## src/rtl/pf_vscroll_ctrl.sv

```systemverilog
// pf_vscroll_ctrl: drive side of the playfield vertical-scroll counter chain.
//
// The CPU writes a double-buffered scroll value. It is parallel-loaded into the external
// cascaded up/down counters once per frame, at vblank start. During active display the
// block issues one count-enable pulse per scanline. The chain's terminal count is
// watched so that a vertical wrap can be flagged.
//
// Optional build macro VSCROLL_MIDFRAME_EN: when it is defined, a value still pending
// during active display is loaded on the next hblank rise instead of a count step. This
// gives a split-screen scroll.
//
// Ports:
//   clk, rst_b     clock (posedge) and asynchronous active-low reset
//   cpu_we         CPU write strobe
//   cpu_sel_hi     0: scroll[7:0]; 1: scroll[WIDTH-1:8] plus direction in cpu_data[7]
//   cpu_data       CPU write data
//   vblank/hblank  video timing levels
//   tc_in          terminal count of the most-significant counter stage
//   scroll_d       parallel load value
//   scroll_load_b  active-low parallel load, held LOAD_CYC cycles
//   scroll_ce_b    active-low count enable, one cycle per scanline
//   scroll_du      count direction (0 up, 1 down)
//   pending        shadow written but not yet loaded
//   wrap_pulse     one-cycle flag after a count step taken with tc_in high
module pf_vscroll_ctrl #(
  parameter int unsigned WIDTH    = 9,
  parameter int unsigned LOAD_CYC = 2
) (
  input  logic             clk,
  input  logic             rst_b,
  input  logic             cpu_we,
  input  logic             cpu_sel_hi,
  input  logic [7:0]       cpu_data,
  input  logic             vblank,
  input  logic             hblank,
  input  logic             tc_in,
  output logic [WIDTH-1:0] scroll_d,
  output logic             scroll_load_b,
  output logic             scroll_ce_b,
  output logic             scroll_du,
  output logic             pending,
  output logic             wrap_pulse
);

  localparam int unsigned CntW = (LOAD_CYC > 1) ? $clog2(LOAD_CYC) : 1;

  typedef enum logic [1:0] {S_VBL, S_LOAD, S_ACT} state_e;

  state_e           r_state, w_state_d;
  logic [WIDTH-1:0] r_shadow, w_shadow_d;
  logic             r_dir, w_dir_d;
  logic             r_pending, w_pending_d;
  logic             r_vbl_q, r_vbl_p, r_hbl_q, r_hbl_p;
  logic [CntW-1:0]  r_cnt, w_cnt_d;
  logic             r_ret_act, w_ret_act_d;
  logic [WIDTH-1:0] r_scroll_d, w_scroll_d_d;
  logic             r_load_b, w_load_b_d;
  logic             r_ce_b, w_ce_b_d;
  logic             r_du, w_du_d;
  logic             r_wrap, w_wrap_d;

  logic             w_vbl_rise, w_hbl_rise, w_pend_any, w_load_go;
  logic [15:0]      w_sh16;

  assign w_vbl_rise = r_vbl_q & ~r_vbl_p;
  assign w_hbl_rise = r_hbl_q & ~r_hbl_p;
  // A write landing in the same cycle as a load decision is merged into that load.
  assign w_pend_any = r_pending | cpu_we;

  // Apply the CPU write on a 16-bit view so that bits above WIDTH simply fall away.
  always_comb begin
    w_sh16  = 16'(r_shadow);
    w_dir_d = r_dir;
    if (cpu_we) begin
      if (cpu_sel_hi) begin
        w_sh16[15:8] = cpu_data;
        w_dir_d      = cpu_data[7];
      end else begin
        w_sh16[7:0] = cpu_data;
      end
    end
    w_shadow_d = w_sh16[WIDTH-1:0];
  end

  always_comb begin
    w_state_d    = r_state;
    w_scroll_d_d = r_scroll_d;
    w_load_b_d   = 1'b1;
    w_ce_b_d     = 1'b1;
    w_du_d       = r_du;
    w_cnt_d      = r_cnt;
    w_ret_act_d  = r_ret_act;
    w_pending_d  = w_pend_any;
    w_load_go    = 1'b0;
    w_wrap_d     = ~r_ce_b & tc_in;

    unique case (r_state)
      S_VBL: begin
        if (w_vbl_rise && w_pend_any) begin
          w_load_go   = 1'b1;
          w_ret_act_d = 1'b0;
        end else if (!r_vbl_q) begin
          w_state_d = S_ACT;
        end
      end
      S_LOAD: begin
        if (r_cnt != '0) begin
          w_load_b_d = 1'b0;
          w_cnt_d    = r_cnt - 1'b1;
        end else begin
          w_state_d = r_ret_act ? S_ACT : S_VBL;
        end
      end
      S_ACT: begin
        if (w_vbl_rise) begin
          w_ret_act_d = 1'b0;
          if (w_pend_any) w_load_go = 1'b1;
          else            w_state_d = S_VBL;
        end
`ifdef VSCROLL_MIDFRAME_EN
        else if (w_hbl_rise && w_pend_any) begin
          w_load_go   = 1'b1;
          w_ret_act_d = 1'b1;
        end
`endif
        else if (w_hbl_rise) begin
          w_ce_b_d = 1'b0;
        end
      end
      default: w_state_d = S_VBL;
    endcase

    if (w_load_go) begin
      w_state_d    = S_LOAD;
      w_load_b_d   = 1'b0;
      w_cnt_d      = CntW'(LOAD_CYC - 1);
      w_scroll_d_d = w_shadow_d;
      w_pending_d  = 1'b0;
    end

    // Direction only moves on a state change or as a ce pulse ends. The next pulse is at
    // least one cycle away, so scroll_du is settled before and during every pulse.
    if ((w_state_d != r_state) || !r_ce_b) w_du_d = r_dir;
  end

  always_ff @(posedge clk or negedge rst_b) begin
    if (!rst_b) begin
      r_state    <= S_VBL;
      r_shadow   <= '0;
      r_dir      <= 1'b0;
      r_pending  <= 1'b0;
      r_vbl_q    <= 1'b0;
      r_vbl_p    <= 1'b0;
      r_hbl_q    <= 1'b0;
      r_hbl_p    <= 1'b0;
      r_cnt      <= '0;
      r_ret_act  <= 1'b0;
      r_scroll_d <= '0;
      r_load_b   <= 1'b1;
      r_ce_b     <= 1'b1;
      r_du       <= 1'b0;
      r_wrap     <= 1'b0;
    end else begin
      r_state    <= w_state_d;
      r_shadow   <= w_shadow_d;
      r_dir      <= w_dir_d;
      r_pending  <= w_pending_d;
      r_vbl_q    <= vblank;
      r_vbl_p    <= r_vbl_q;
      r_hbl_q    <= hblank;
      r_hbl_p    <= r_hbl_q;
      r_cnt      <= w_cnt_d;
      r_ret_act  <= w_ret_act_d;
      r_scroll_d <= w_scroll_d_d;
      r_load_b   <= w_load_b_d;
      r_ce_b     <= w_ce_b_d;
      r_du       <= w_du_d;
      r_wrap     <= w_wrap_d;
    end
  end

  assign scroll_d      = r_scroll_d;
  assign scroll_load_b = r_load_b;
  assign scroll_ce_b   = r_ce_b;
  assign scroll_du     = r_du;
  assign pending       = r_pending;
  assign wrap_pulse    = r_wrap;

endmodule

```

## config.mk

```make
export PLATFORM = sky130hd
export DESIGN_NAME = pf_vscroll_ctrl
export DESIGN_NICKNAME = d
export VERILOG_FILES = /design/src/rtl/pf_vscroll_ctrl.sv
export SDC_FILE = /design/constraint.sdc
export NUM_CORES = 1
export LEC_CHECK = 0
export CAP_MARGIN = 30
export CORE_AREA = 10 10 62 64
export DETAILED_ROUTE_END_ITERATION = 8
export DIE_AREA = 0 0 72 74
export GPL_ROUTABILITY_DRIVEN = 1
export PLACE_DENSITY_LB_ADDON = 0.3
export SLEW_MARGIN = 15
export SYNTH_ARGS = -nofsm -noshare
export SYNTH_HDL_FRONTEND = slang
export SYNTH_SLANG_ARGS = --single-unit
```

## constraint.sdc

```tcl
create_clock -name clk -period 2 [get_ports clk]
set_clock_uncertainty 0.2 [all_clocks]
set_input_delay 0.6 -clock clk [delete_from_list [all_inputs] [get_ports clk]]
set_output_delay 0.6 -clock clk [all_outputs]
set_load 0.005 [all_outputs]
```

== After elaboration in Yosys (flattened, before gate mapping) ==
Cells that the tools add are included.
Operators by class
  add/sub/neg operators: 1
  mux-type cells: 28
  equal/unequal tests: 5
  reduce and logical (&&, ||, !) cells: 8
  bitwise gates (word level): 7
Operator list (number)
  2-to-1 mux 1 bit: 16
  2-to-1 mux 2 bit: 7
  2-to-1 mux 9 bit: 1
  2-to-1 mux 8 bit: 1
  one-hot mux 2 bit (3 select lines): 1
  != test 2 bit, second input constant: 2
  one-hot mux 1 bit (2 select lines): 2
  nonzero test 2 bit: 2
  bitwise AND 1 bit: 3
  inverter 1 bit: 3
  AND reduction 3 bit: 1
  == test 2 x 1 -> 1 bit, second input constant: 1
  == test 2 bit, second input constant: 1
  zero test 2 bit: 1
  != test 2 bit: 1
  AND reduction 2 bit: 1
  logical AND 1 bit: 1
  zero test 1 bit: 1
  logical OR 1 bit: 1
  bitwise OR 1 bit: 1
  subtractor 1 bit, second input constant: 1
Storage, ports and cells
  word-level logic and storage cells: 64
  bits of input ports: 15
  output and inout port bits: 14
  register bits: 32

== Logic depth before layout (Yosys ltp) ==
  word-level depth: 8
  gate-level depth with buffers: 5
  depth with buffers taken out: 4

== Worst setup path before layout ==
OpenSTA, ideal clock, no wires.
  path type: input to register
  start point: in cpu_we
  end point: reg r_scroll_d[0] (netlist: scroll_d[0])
  path slack: 0.251 ns
  required time: 1.675 ns
  data arrival time: 1.424 ns
  buffers on the path: 1
  setup time: 0.125 ns
  stages on the path: 4
  cell sequence: or2_4 > nand3b_1 > buf_6 > mux2_2
Between the ends
  word-level cells in the longest chain between the ends: 4
  elaborated cells on any way between the ends: 7
  classes of those cells: mux: 5; bitwise: 1; reduce/logical: 1
Ends and longest elaborated chain
  start: declaration: RTL line 31  | input logic cpu_we,
  bitwise OR 1 bit: RTL line 68  | assign w_pend_any = r_pending | cpu_we;
  2-to-1 mux 1 bit or logical AND 1 bit (tied branches): RTL line 117, 99
  2-to-1 mux 1 bit (on tied branches): RTL line 115, 99
  one-hot mux 1 bit (2 select lines): RTL line 97  | unique case (r_state)
  end signal: assignment: RTL line 174  | r_scroll_d <= w_scroll_d_d;
  end: declaration: RTL line 56  | logic [WIDTH-1:0] r_scroll_d, w_scroll_d_d;
Parallel ways exist; a longest one is shown, timed or not.
A chain may end at the register's enable or synchronous reset.

== Worst setup path after layout ==
  start point: in cpu_sel_hi
  end point: reg r_scroll_d[2] (netlist: scroll_d[2])
Between the ends
  word-level cells in the longest chain between the ends: 2
Ends and longest elaborated chain
  start: declaration: RTL line 32  | input logic cpu_sel_hi,
  2-to-1 mux 8 bit: RTL line 75  | if (cpu_sel_hi) begin
  2-to-1 mux 9 bit: RTL line 74  | if (cpu_we) begin
  via w_sh16[2]: RTL line 63  | logic [15:0] w_sh16;
The timed path passes the listed nets, and every way through them passes these cells.

==> metrics.md <==
| Metric | Value |
|---|---|
| Wire length per cell | about 15 um |
| Share of layout cells above drive strength 1 | 0.333 |
| Largest cells by area after synthesis | dfrtp_1 61%, mux2_4 11%, mux2_2 10%, dfstp_2 4.4%, buf_6 1.9% |
| Global-route wire length before repair | 3.61 mm |
| Critical-path cell list | clkdlybuf4s50_1 -> nand2b_1 -> buf_12 -> mux2_4 -> mux2_2 |
| CP max stage delay | roughly 0.47 ns |
| Placement Setup Slack | -0.304 ns |
| Total CTS buffers | 5 |
| H-tree depth | 2 |
| Hold WC Path Type | reg2reg |
| Mapped cell area | between 1000 and 1500 sq um |
| Status | completed |
| Worst Setup Start Kind | input port |
| Cts hold-fix bufs | 0 |
| Top-count cell post-synth | dfrtp_1 |
| Drt total wl | 2.16 mm |
| Layout area overhead | 38.7% |
| Die Span Y | between 70 and 80 um |
| CTS tree | built |
| Critical Path AT | about 2.0 ns |
| Drt drc | 0 |
| Worst-case vdd ir drop | 744 uV |
| Area post-placement | 1550 sq um |
| Hold path cells | 0 |
| Post-DP HPWL | 1.63 mm |
| Number of synthesized flops with an enable pin | 0 |
| Reg2reg start | r_vbl_q$_DFF_PN0_ |
| Mean post-synth cell area | 15.8 sq um |
| Slew @ Worst Pin | 0.219 ns |
| Post-route cell area | 1650 sq um |
| Top cells by count, synth | 29 x dfrtp_1, 11 x mux2_2, 9 x mux2_4 |
| Synth cell types | 20 |
| Largest net degree at the start of global routing | 32 |
| Layout Nets | 131 |
| Final Total Pwr | 0.00174 W |
| Initial Util | 0.446 |
| Gr ovfl total | 0 |
| Pwr per Cell Area | between 1000 and 1500 nW/um^2 |
| Number of port buffers | 28 |
| Cells after Synth | 75 |
| Die width | about 70 um |
| Worst Path Required | 2.00 ns |
| CP Buf/Inv Count | 2 |
| Row count | 19 |
| ANT nets after route | 0 |
| DR vias/cell | around 4.8 |
| Critical-path maximum fanout | 7 |
| FFs w/ async S/R, synth | 1.00 |
| Reg-to-reg endpoint | scroll_du$_DFFE_PN0P_ |
| Area leader, netlist | dfrtp_1 |
| Number of I/O pins | 29 |
| GR Util All Layers | 0.0856 |
| Top Family by Delay on Critical Path | buffers and inverters |
| Yosys warns | 0 |
| Global placement routability congestion | 0.729 |
| Final Hold Viols | 0 |
| Initial antenna violation count | 0 |
| Clk sink count | 31 |
| Flops & latches, synth | 31 |
| Vias in the first global route | roughly 810 |
| CTS root buf | clkbuf_4 |
| Slowest cell on the critical path | clkdlybuf4s50_1 |
| Lkg Pwr | 0.813 nW |
| Core box area | 2660 sq um |
| Clock Tree Buf Depth | 2 |
| Antenna diodes | 0 |
| Die area | about 5300 sq um |
| Vias | 711 |
| Post-route setup slack | 0.0359 ns |
| Final min period | 1.96 ns |
| Worst-path clk slew | 0.08 ns |
| Worst Hold End | r_hbl_p$_DFF_PN0_ |
| Register-to-register setup slack | 0.40 ns |
| Slew Viols, Final | 0 |
| Max frequency | 509 MHz |
| Crit end category | flop |
| DRT Pass-1 Iters | 4 |
| Slew margin rel. | 0.853 |
| Min-Delay Startpoint | r_hbl_q$_DFF_PN0_ |
| Final setup viols | 0 |
| Most used flip-flop cell after synthesis | dfrtp_1 |
| Iter 0 DRT Violations | 28 |
| Syn Nets | 90 |
| Clk_lat worst skew | 0.32 ns |
| Critical path class | in2reg |
| Maxcap violations | 0 |
| R2R cell count | 4 |
| Post-synth top area share | 0.611 |
| Final Util | 0.618 |
| Final Cycle Share | 0.982 |
| Sequential fraction of the synthesis area | 0.655 |
| RSZ-0062 raised after global routing | false |
-- cell type report --
type	instances	area (sq um)
Clock buffer	7	55.1
Clock inverter	1	5.00
Fill cell	211	1020
Inverter	1	3.75
Multi-Input combinational cell	41	383
Sequential cell	31	778
Tap cell	31	38.8
Timing Repair Buffer	36	383
-- cells in the final DEF (no fill, tap or decap), types with 4 or more instances in the layout --
master,count
clkdlybuf4s50_1,15
dlymetal6s2s_1,9
mux2_2,11
clkbuf_4,5
buf_4,6
mux2_4,9
nand2_1,5
dlygate4sd2_1,4
dfrtp_1,29
-- stage by stage --
step | setup TNS [ns] | cells | hold WS, ns
4_1_cts | 0 | 148 | 0.186
6_report | 0 | 148 | 0.181
3_5_place_dp | -3.39 | 138 | 0.166
2_1_floorplan | 0 | 75 | 0.104
3_3_place_gp | -2.90 | 138 | 0.163
5_1_grt | 0 | 148 | 0.214
-- worst register-to-register path, stage by stage, from the launching register on --
cell      delay [ns]
dfrtp_1         0.41
and2b_1         0.22
a211oi_2        0.22
o211ai_1        0.13
mux2_4          0.31
-- power breakdown --
part	total (W)	leakage (nW)	internal, W	switching [W]
clock network	0.000359	0.0353	0.000170	0.000189
registers	0.000877	0.362	0.000794	0.0000832
logic	0.000506	0.416	0.000342	0.000164
total	0.00174	0.813	0.00131	0.000436
-- worst max path at each step --
stage | startpoint | end | slack [ns] | depth (start not counted)
2_1_floorplan | cpu_we | scroll_d[0]$_DFFE_PN0N_ | 0.25 | 4
3_3_place_gp | cpu_sel_hi | scroll_d[6]$_DFFE_PN0N_ | -0.28 | 5
3_5_place_dp | cpu_sel_hi | scroll_d[6]$_DFFE_PN0N_ | -0.30 | 5
4_1_cts | scroll_d[4]$_DFFE_PN0N_ | scroll_d[4] | 0.001 | 1
5_1_grt | cpu_sel_hi | scroll_d[2]$_DFFE_PN0N_ | 0.006 | 5
6_report | cpu_sel_hi | scroll_d[2]$_DFFE_PN0N_ | 0.04 | 5
-- repair_timing --
item | 4_1_cts | 5_1_grt
pin swaps | 0 | 0
cloned | 0 | 0
setup endpoints to repair | 5 | 9
gates resized for setup | 4 | 9
setup buffers | 2 | 0
-- layer usage --
| metal | vias to the layer above | routed length, um | GRT usage |
|---|---|---|---|
| met5 | - | 0 | 0 |
| met4 | 0 | 29 | 0.0452 |
| met3 | 5 | 226 | 0.0545 |
| met2 | 21 | 1020 | 0.137 |
| met1 | 347 | 887 | 0.0847 |
| li1 | 338 | - | - |
-- cells by family (layout without fill, tap and decap cells) --
| family | count (synthesis) | after routing | share of synthesized area |
|---|---|---|---|
| flops | 31 | 31 | 0.655 |
| simple gates | 14 | 14 | 0.0643 |
| buf+inv | 3 | 45 | 0.0221 |
| compound gates | 7 | 7 | 0.0400 |
| mux | 20 | 20 | 0.218 |
Note: power is estimated with default switching activity, not from simulation.
